$ cat config.mk
export PLATFORM = sky130hd
export DESIGN_NAME = cpu_lsu
export DESIGN_NICKNAME = d
export VERILOG_FILES = /design/src/rtl/cpu_lsu_pkg.sv /design/src/rtl/cpu_lsu_extend.sv /design/src/rtl/cpu_lsu.sv
export SDC_FILE = /design/constraint.sdc
export NUM_CORES = 1
export LEC_CHECK = 0
export CAP_MARGIN = 20
export CELL_PAD_IN_SITES_DETAIL_PLACEMENT = 1
export CELL_PAD_IN_SITES_GLOBAL_PLACEMENT = 2
export CORE_ASPECT_RATIO = 1.2
export CORE_MARGIN = 2
export CORE_UTILIZATION = 30
export CTS_CLUSTER_DIAMETER = 150
export CTS_CLUSTER_SIZE = 14
export DETAILED_ROUTE_END_ITERATION = 6
export PLACE_DENSITY = 0.88
export SYNTH_ARGS = -nofsm -noshare
export SYNTH_HDL_FRONTEND = slang
export SYNTH_HIERARCHICAL = 1
export SYNTH_SLANG_ARGS = --single-unit
$ cat constraint.sdc
create_clock -name clk -period 4.5 [get_ports clk]
set_input_delay 0.45 -clock clk [delete_from_list [all_inputs] [get_ports clk]]
set_output_delay 0.45 -clock clk [all_outputs]
set_load 0.03 [all_outputs]
$ cat src/rtl/cpu_lsu_pkg.sv
// cpu_lsu_pkg: size encodings, FSM state codes and the size helper shared by the load/store unit
package cpu_lsu_pkg;

    localparam logic [1:0] SIZE_B = 2'd0;
    localparam logic [1:0] SIZE_H = 2'd1;
    localparam logic [1:0] SIZE_W = 2'd2;
    localparam logic [1:0] SIZE_D = 2'd3;

    typedef logic [2:0] state_t;

    localparam state_t ST_IDLE    = 3'd0;
    localparam state_t ST_RADDR   = 3'd1;
    localparam state_t ST_RWAIT   = 3'd2;
    localparam state_t ST_RSAMPLE = 3'd3;
    localparam state_t ST_WSETUP  = 3'd4;
    localparam state_t ST_WSTROBE = 3'd5;
    localparam state_t ST_DONE    = 3'd6;

    function automatic logic [3:0] size_to_bytes(input logic [1:0] size);
        return 4'd1 << size;
    endfunction

endpackage

$ cat src/rtl/cpu_lsu_extend.sv
// lsu_extend: zero- or sign-extends a right-aligned N-byte load result to the full data width
module lsu_extend
    import cpu_lsu_pkg::*;
#(
    parameter int DATA_BYTES = 4
) (
    input  logic [8*DATA_BYTES-1:0] acc,
    input  logic [1:0]              size,
    input  logic                    sign_en,
    output logic [8*DATA_BYTES-1:0] rdata
);

    logic [3:0] n;
    logic       fill;

    assign n = size_to_bytes(size);

    // take the sign from the top loaded byte, then overwrite every byte above it
    always_comb begin
        fill  = 1'b0;
        rdata = acc;
        for (int b = 0; b < DATA_BYTES; b++) if (4'(b + 1) == n) fill = sign_en & acc[8*b+7];
        for (int b = 0; b < DATA_BYTES; b++) if (4'(b) >= n) rdata[8*b +: 8] = {8{fill}};
    end

endmodule

$ cat src/rtl/cpu_lsu.sv
// cpu_lsu: byte-serial big-endian load/store unit; define CPU_LSU_ALIGN_CHECK_EN to fault misaligned requests
module cpu_lsu
    import cpu_lsu_pkg::*;
#(
    parameter int ADDR_WIDTH   = 9,
    parameter int DATA_BYTES   = 4,
    parameter int READ_LATENCY = 2
) (
    input  logic                    clk,
    input  logic                    reset,
    input  logic                    req_valid,
    output logic                    req_ready,
    input  logic                    req_write,
    input  logic [1:0]              req_size,
    input  logic                    req_signed,
    input  logic [ADDR_WIDTH-1:0]   req_addr,
    input  logic [8*DATA_BYTES-1:0] req_wdata,
    output logic                    rsp_valid,
    output logic [8*DATA_BYTES-1:0] rsp_rdata,
    output logic                    rsp_error,
    output logic [ADDR_WIDTH-1:0]   mem_raddr,
    output logic [ADDR_WIDTH-1:0]   mem_waddr,
    output logic [7:0]              mem_data_in,
    output logic                    mem_write,
    input  logic [7:0]              mem_data_out,
    input  logic                    mem_ready
);

    localparam int         DW       = 8 * DATA_BYTES;
    localparam logic [3:0] DB       = 4'(DATA_BYTES);
    localparam logic [1:0] LAT_INIT = 2'(READ_LATENCY > 1 ? READ_LATENCY - 2 : 0);

    state_t                state_q, state_d;
    logic [ADDR_WIDTH-1:0] addr_q, addr_d, mem_raddr_q, mem_raddr_d, mem_waddr_q, mem_waddr_d;
    logic [DW-1:0]         wdata_q, wdata_d, acc_q, acc_d, rsp_rdata_q, rsp_rdata_d, ext_rdata;
    logic [1:0]            size_q, size_d, lat_q, lat_d;
    logic [3:0]            k_q, k_d, k_inc, n_q, req_n;
    logic [7:0]            mem_data_in_q, mem_data_in_d;
    logic                  write_q, write_d, signed_q, signed_d, err_q, err_d, clr_q, clr_d;
    logic                  mem_write_q, mem_write_d, rsp_valid_q, rsp_valid_d, rsp_error_q, rsp_error_d;
    logic                  size_bad, misalign;

    assign req_n    = size_to_bytes(req_size);
    assign n_q      = size_to_bytes(size_q);
    assign k_inc    = k_q + 4'd1;
    assign size_bad = req_n > DB;
`ifdef CPU_LSU_ALIGN_CHECK_EN
    assign misalign = |(req_addr & ADDR_WIDTH'(req_n - 4'd1));
`else
    assign misalign = 1'b0;
`endif

    assign req_ready   = state_q == ST_IDLE;
    assign rsp_valid   = rsp_valid_q;
    assign rsp_rdata   = rsp_rdata_q;
    assign rsp_error   = rsp_error_q;
    assign mem_raddr   = mem_raddr_q;
    assign mem_waddr   = mem_waddr_q;
    assign mem_data_in = mem_data_in_q;
    assign mem_write   = mem_write_q;

    lsu_extend #(.DATA_BYTES(DATA_BYTES)) u_extend (
        .acc     (acc_q),
        .size    (size_q),
        .sign_en (signed_q),
        .rdata   (ext_rdata)
    );

    // sequencing FSM: one byte per RADDR/RSAMPLE or WSETUP/WSTROBE pair, k counts bytes done
    always_comb begin
        state_d       = state_q;
        addr_d        = addr_q;
        size_d        = size_q;
        write_d       = write_q;
        signed_d      = signed_q;
        wdata_d       = wdata_q;
        err_d         = err_q;
        clr_d         = clr_q;
        k_d           = k_q;
        lat_d         = lat_q;
        acc_d         = acc_q;
        mem_raddr_d   = mem_raddr_q;
        mem_waddr_d   = mem_waddr_q;
        mem_data_in_d = mem_data_in_q;
        rsp_rdata_d   = rsp_rdata_q;
        rsp_error_d   = rsp_error_q;
        case (state_q)
            ST_IDLE: if (req_valid) begin
                addr_d   = req_addr;
                size_d   = req_size;
                write_d  = req_write;
                signed_d = req_signed;
                wdata_d  = req_wdata;
                err_d    = size_bad | misalign;
                clr_d    = misalign;
                k_d      = '0;
                acc_d    = '0;
                state_d  = (size_bad || misalign) ? ST_DONE : req_write ? ST_WSETUP : ST_RADDR;
            end
            ST_RADDR: begin
                mem_raddr_d = addr_q + ADDR_WIDTH'(k_q);
                lat_d       = LAT_INIT;
                if (mem_ready) state_d = (READ_LATENCY == 1) ? ST_RSAMPLE : ST_RWAIT;
            end
            ST_RWAIT: begin
                lat_d = lat_q - 2'd1;
                if (lat_q == 2'd0) state_d = ST_RSAMPLE;
            end
            ST_RSAMPLE: begin
                acc_d   = (acc_q << 8) | DW'(mem_data_out);
                k_d     = k_inc;
                state_d = (k_inc < n_q) ? ST_RADDR : ST_DONE;
            end
            ST_WSETUP: begin
                mem_waddr_d   = addr_q + ADDR_WIDTH'(k_q);
                mem_data_in_d = 8'(wdata_q >> {n_q - k_inc, 3'b000});
                if (mem_ready) state_d = ST_WSTROBE;
            end
            ST_WSTROBE: begin
                k_d     = k_inc;
                state_d = (k_inc < n_q) ? ST_WSETUP : ST_DONE;
            end
            ST_DONE: begin
                state_d     = ST_IDLE;
                rsp_error_d = err_q;
                rsp_rdata_d = clr_q ? '0 : (write_q || err_q) ? rsp_rdata_q : ext_rdata;
            end
            default: state_d = ST_IDLE;
        endcase
        mem_write_d = state_d == ST_WSTROBE;
        rsp_valid_d = state_q == ST_DONE;
    end

    // state and output registers; reset aborts any access in flight
    always_ff @(posedge clk or posedge reset) begin
        if (reset) begin
            state_q       <= ST_IDLE;
            addr_q        <= '0;
            size_q        <= '0;
            write_q       <= 1'b0;
            signed_q      <= 1'b0;
            wdata_q       <= '0;
            err_q         <= 1'b0;
            clr_q         <= 1'b0;
            k_q           <= '0;
            lat_q         <= '0;
            acc_q         <= '0;
            mem_raddr_q   <= '0;
            mem_waddr_q   <= '0;
            mem_data_in_q <= '0;
            mem_write_q   <= 1'b0;
            rsp_valid_q   <= 1'b0;
            rsp_rdata_q   <= '0;
            rsp_error_q   <= 1'b0;
        end else begin
            state_q       <= state_d;
            addr_q        <= addr_d;
            size_q        <= size_d;
            write_q       <= write_d;
            signed_q      <= signed_d;
            wdata_q       <= wdata_d;
            err_q         <= err_d;
            clr_q         <= clr_d;
            k_q           <= k_d;
            lat_q         <= lat_d;
            acc_q         <= acc_d;
            mem_raddr_q   <= mem_raddr_d;
            mem_waddr_q   <= mem_waddr_d;
            mem_data_in_q <= mem_data_in_d;
            mem_write_q   <= mem_write_d;
            rsp_valid_q   <= rsp_valid_d;
            rsp_rdata_q   <= rsp_rdata_d;
            rsp_error_q   <= rsp_error_d;
        end
    end

endmodule

==> results.py <==
metrics = {
    "cells_and_area": {
        "finish.utilization_pct": 39.0,
        "drive_gt1_share_pct": 12.7,
        "antenna_cells": 0,
        "nets": 852,
        "area_delta_synth_final_pct": 28.1,
        "stdcell_count": 1076,
    },
    "cts": {
        "post_cts_buffers": 0,
        "clkSinkCount": 148,
        "cts.clk_slew.worst_paths_ns": 0.06,
        "ctsResizeCount": 0,
        "cts_buffers": 17,
        "h-tree-depth": 4,
        "cts-root-buf": "clkbuf_16",
        "clock_path_buffers": 2,
        "cts_tree": "yes",
        "clkLatencyLatePin_ns": 0.43,
        "hold_buffers": 0,
    },
    "worst_hold_path": {
        "min_from": "wdata_q[22]$_DFFE_PP0P_",
        "hold_path_end": "wdata_q[22]$_DFFE_PP0P_",
        "hp-class": "reg -> reg",
        "holdPathStages": 2,
    },
    "global_routing": {
        "gr-usage-all-layers_pct": 14.9,
        "grt_max_degree": 94,
        "grt_overflow": 0,
        "grt_util_met3_pct": 3.72,
        "grt_antenna_before_repair": 0,
        "grt.busiest_layer": "met2",
        "grt_pass1_vias": 5485,
        "use_met1_pct": 17.9,
        "use_met2_pct": 26.0,
        "grt_pass1_wl_um": 28200,
    },
    "worst_setup_path": {
        "cp_max_fo": 15,
        "start_kind": "flop",
        "cp.arrival_ns": 3.16,
        "timing.rr.start": "size_q[0]$_DFFE_PP0P_",
        "end_kind": "flop",
        "r2r-end": "mem_data_in[3]$_DFFE_PP0P_",
        "required_ns": 4.80,
        "cp_top_family": "adder cells",
        "r2r_cells": 6,
        "path_class": "reg -> reg",
        "cpMaxStageDelayCell": "fa_1",
        "crit_buf_inv": 1,
        "path_cells": "or2_2, ha_1, fa_1, mux4_2, inv_1, o21ai_1",
        "cpPeakStageDelay_ns": 0.90,
        "reg2reg_setup_slack_ns": 1.64,
    },
    "drt": {
        "dr_total_vias": 5066,
        "ant_nets": 0,
        "wl_um": 16900,
        "post-route-drc-count": 0,
        "viasPerCell": 4.71,
        "drt_iter0_drc": 209,
        "drtPass1Iterations": 4,
        "wire_per_inst_um": 15.7,
    },
    "power_and_ir_drop": {
        "ir_drop_uv": 313,
        "p_leak_nw": 4.26,
        "total_power_w": 0.00691,
        "power_density_mw_per_mm2": 789,
    },
    "floorplanning": {
        "die_area_mm2": 0.0240,
        "core-area_mm2": 0.0224,
        "die-height_um": 169,
        "die_w_um": 142,
        "start_util_pct": 30.5,
        "io_pins": 119,
        "rows": 60,
    },
    "sta": {
        "period_share_pct": 63.6,
        "fin_skew_ns": 0.00874,
        "fmax_mhz": 349,
        "setup_viol": 0,
        "maxSlewViolCount": 0,
        "tightest_slew_ns": 1.05,
        "rsz0062_at_grt": "false",
        "slew-limit-headroom_pct": 29.7,
        "fin_crit_ns": 2.86,
        "final.setup.tns_ns": 0,
        "hold_viol_final": 0,
    },
    "placed_design": {
        "hpwl_um": 11400,
        "gp_congestion": 0.706,
        "io_buffers": 118,
        "place_inst": 1044,
    },
    "yosys": {
        "synth_area_mm2": 0.00684,
        "synthFlopType": "dfrtp_1",
        "synth_edf_count": 0,
        "synth_cell_types": 48,
        "syn_nets": 755,
        "synth_area_per_cell_um2": 9.96,
        "ys_seq_area_share_pct": 54.1,
        "async_flop_share_pct": 100,
        "ys_ff_latch": 148,
        "synthesis.instances": 687,
        "synth-warning-count": 6,
    },
    "status": {
        "status": "finished clean",
    },
    "job": {
        "drv_cap": 0,
    },
}
-- synth_stat cells, drive strengths merged, types with 2 or more instances --
library cell  number  area, um2
a211o              2       17.5
a21o               2       15.0
a21oi              9       45.0
and2               4       25.0
and2b              2       15.0
buf               15        150
clkbuf            31        118
dfrtp            148       3700
fa                 2       40.0
ha                 9        113
inv               21       78.8
mux2              35        507
mux2i              2       32.5
mux4               8        180
nand2            258        971
nand2b             3       26.3
nand3             37        185
nand4              2       12.5
nor2               4       22.5
nor2b              4       25.0
nor3               4       20.0
o21ai             63        353
or3                2       12.5
xnor2              5       43.8
xor2               5       43.8
-- per-stage QoR --
| stage | cell area (um2) | worst slack, ns | hold WS [ns] |
|---|---|---|---|
| after floorplan | 6840 | 0.0703 | 0.440 |
| after global placement | 8160 | 1.66 | 0.454 |
| after detailed placement | 8160 | 1.60 | 0.460 |
| after CTS | 8760 | 1.58 | 0.476 |
| after global routing | 8760 | 1.47 | 0.494 |
| final | 8760 | 1.64 | 0.470 |
-- report_power, final --
| group | internal, W | switching [W] | total, W |
|---|---|---|---|
| Combinational | 0.00139 | 0.00173 | 0.00312 |
| Sequential | 0.00190 | 0.000434 | 0.00234 |
| Clock | 0.000856 | 0.000598 | 0.00145 |
-- how the worst max path moves through the flow --
stage	end	cells past startpoint	from
finish	mem_data_in[3]$_DFFE_PP0P_	6	size_q[0]$_DFFE_PP0P_
global route	mem_data_in[0]$_DFFE_PP0P_	6	size_q[0]$_DFFE_PP0P_
CTS	mem_data_in[3]$_DFFE_PP0P_	6	size_q[0]$_DFFE_PP0P_
detailed placement	mem_data_in[3]$_DFFE_PP0P_	6	size_q[0]$_DFFE_PP0P_
global placement	mem_data_in[0]$_DFFE_PP0P_	6	size_q[0]$_DFFE_PP0P_
floorplan	acc_q[0]$_DFFE_PP0P_	1	reset
-- cells in the final DEF (no fill, tap or decap), types with 2 or more instances in the layout --
cell             count
bufinv_16            2
dfrtp_1            148
nand3_1             37
mux2_2               5
clkinv_4             3
nand2b_1             2
nor2b_1              4
mux4_2               8
nand2_1            256
mux2_4              30
clkdlybuf4s50_1    118
clkinvlp_4           2
inv_6                4
nand2_2              2
clkbuf_16           17
o21ai_1              9
ha_1                 9
xnor2_1              5
a211o_1              2
clkinv_2             2
o21ai_0             44
nor3_1               4
inv_1               19
o21ai_2             10
clkbuf_8             2
nand4_1              2
and2_1               3
nor2_1               3
fa_1                 2
a21o_1               2
and2b_1              2
xor2_1               5
a21oi_1              9
buf_4                6
-- cell type report --
cell class | count | area [um2]
Sequential cell | 148 | 3700
Clock buffer | 19 | 453
Tap cell | 279 | 349
Timing Repair Buffer | 124 | 1230
Fill cell | 2457 | 13700
Multi-Input combinational cell | 472 | 2800
Inverter | 21 | 83.8
Clock inverter | 13 | 149
-- layer usage --
| layer | wire [um] | up-vias |
|---|---|---|
| li1 | - | 2436 |
| met1 | 7440 | 2535 |
| met2 | 8550 | 75 |
| met3 | 652 | 20 |
| met4 | 260 | 0 |
| met5 | 0 | - |
-- kinds of logic after synthesis --
kind of cell,after synthesis,share of synthesized area (%)
buffers and inverters,67,5.07
adders and majority gates,12,2.38
xor gates and xnor gates,10,1.28
muxes,45,10.5
and+or+nand+nor,323,19.6
AOI/OAI and AO/OA,82,7.04
DFF,148,54.1
-- flip-flops by register name (all words and copies together) (netlist names), 3 cells and up --
register     cells
acc_q           32
rsp_rdata       32
wdata_q         32
addr_q           9
mem_raddr        9
mem_waddr        9
mem_data_in      8
k_q              4
state_q          3
-- tightest hold or removal path, stage by stage, from the launching register on --
cell and delay, ns:
dfrtp_1 0.34, nand2_1 0.05, nand2_1 0.05
No activity file was read; power rests on OpenSTA's default activity.
==> edit (same flow settings) <==
The option `CPU_LSU_ALIGN_CHECK_EN` is turned on by a define.
--- a/src/rtl/cpu_lsu.sv
+++ b/src/rtl/cpu_lsu.sv
@@ -1,4 +1,6 @@
 // cpu_lsu: byte-serial big-endian load/store unit; define CPU_LSU_ALIGN_CHECK_EN to fault misaligned requests
+`define CPU_LSU_ALIGN_CHECK_EN
+
 module cpu_lsu
     import cpu_lsu_pkg::*;
 #(
Behaviour: not the same (Yosys sat finds a counterexample within 4 cycles, from zero or initial values and one cycle with reset high).
==> edit against the unedited design <==
Global-route usage up 1.1 points. Design area down 1.3%. Setup slack better by 44 ps. Area after synthesis down 0.95%. Worst hold slack better by 3.4 ps. Core utilization down 0.25 points. Wire length up 6.9%. Sequential power down 8.5%. Total power down 15%. Critical path depth unchanged. Sequential cell count up 1. Synthesized cell count up 1.5%. Clock skew about the same. Critical path type unchanged. Highest routed layer unchanged.
==> edit: results (changes against the unedited design) <==
stage	metric	value	unit	change
run_status	status	finished clean		unchanged
setup_path	largest fanout on the critical path	31		was 15
setup_path	worst reg2reg setup slack	1680	ps	was 1640 ps
sta	Layout Skew	9.13	ps	was 8.74 ps
setup_path	Largest stage delay, worst path	740	ps	was 900 ps
logic_synthesis	XOR/XNOR Fraction of Synth Area	1.55	%	was 1.28%
logic_synthesis	complex-gate fraction of the synthesized area	11.9	%	was 7.04%
logic_synthesis	multiplexer area fraction after synthesis	3.32	%	was 10.5%
drt	count of vias placed by the detailed router	5156		was 5066
setup_path	Critical R2R Capture	mem_data_in[5]		was mem_data_in[3]
placement	area of placed instances	8050	um^2	was 8160 um^2
global_route	fraction of met3 tracks used by global routing	3.45	%	was 3.72%
logic_synthesis	Post-Synth Adder-Cell Area	2.44	%	was 2.38%
hold_path	startpoint of the most critical hold path	wdata_q[9]		was wdata_q[22]
setup_path	Data arrival, critical path	3100	ps	was 3160 ps
drt	Starting DRT DRC Count	306		was 209
final_layout	fraction of layout cells with a size suffix above 1	8.99	%	was 12.7%
pwr	combinational power	0.00233	W	was 0.00312 W
pwr	internal power	0.00355	W	was 0.00415 W
placement	gpl congestion	0.787		was 0.706
setup_path	worst setup path endpoint	mem_data_in[5]		was mem_data_in[3]
logic_synthesis	Synth Area per Inst	9.72	um^2	was 9.96 um^2
final_layout	final-stage net count	857		was 852
global_route	maximum number of pins on one net before global-route repair	100		was 94
logic_synthesis	synth top area cells	sky130_fd_sc_hd__dfrtp_1, sky130_fd_sc_hd__nand2_1, sky130_fd_sc_hd__a22o_1		was sky130_fd_sc_hd__dfrtp_1, sky130_fd_sc_hd__nand2_1, sky130_fd_sc_hd__mux2_4
pwr	static leakage	4.10	nW	was 4.26 nW
pwr	IR Drop Worst-Case VDD	0.000296	V	was 0.000313 V
global_route	global-route wire length before repair	30100	um	was 28200 um
placement	Placed Instances	1048		was 1044
logic_synthesis	total nets after synthesis	766		was 755
global_route	via count of the first global-routing pass	5708		was 5485
drt	average wire per standard cell	16.7	um	was 15.7 um
final_layout	number of filler cells placed in the layout	2466		was 2457
sta	transition time at the pin with the least slew margin	969	ps	was 1050 ps
logic_synthesis	part of the Yosys area used for sequential elements	55.0	%	was 54.1%
placement	detailed-placement wirelength estimate	12100	um	was 11400 um
edit: cell count changes in the layout (fill, tap and decap cells not counted), moves of 5 or more:
cell                      delta
sky130_fd_sc_hd__nand2_1    +10
sky130_fd_sc_hd__inv_1       -9
sky130_fd_sc_hd__a22o_1     +33
sky130_fd_sc_hd__mux2_4     -30
sky130_fd_sc_hd__o21ai_1     -9
sky130_fd_sc_hd__o21ai_0     +5
edit: metal layers:
metal  vias up  share of wire (%)
met5         -                  0
met4         0                1.6
met3        20                4.1
met2        94                 50
met1      2551                 45
li1       2491                  -
edit: stage by stage:
stage	setup slack (ps)	power, W
floorplan	42.0	0.00380
detailed placement	1710	0.00450
CTS	1650	0.00598
global placement	1770	0.00440
global route	1520	0.00631
finish	1680	0.00591
edit: layout make-up:
class,count,area (um^2),area share [%]
clock buffers,19,443,5.12
clock inverters,13,149,1.72
inverters,12,50.0,0.579
multi-input cells,484,2700,31.2
flip-flops and latches,149,3730,43.1
well taps,279,349,4.04
repair buffers,124,1230,14.2
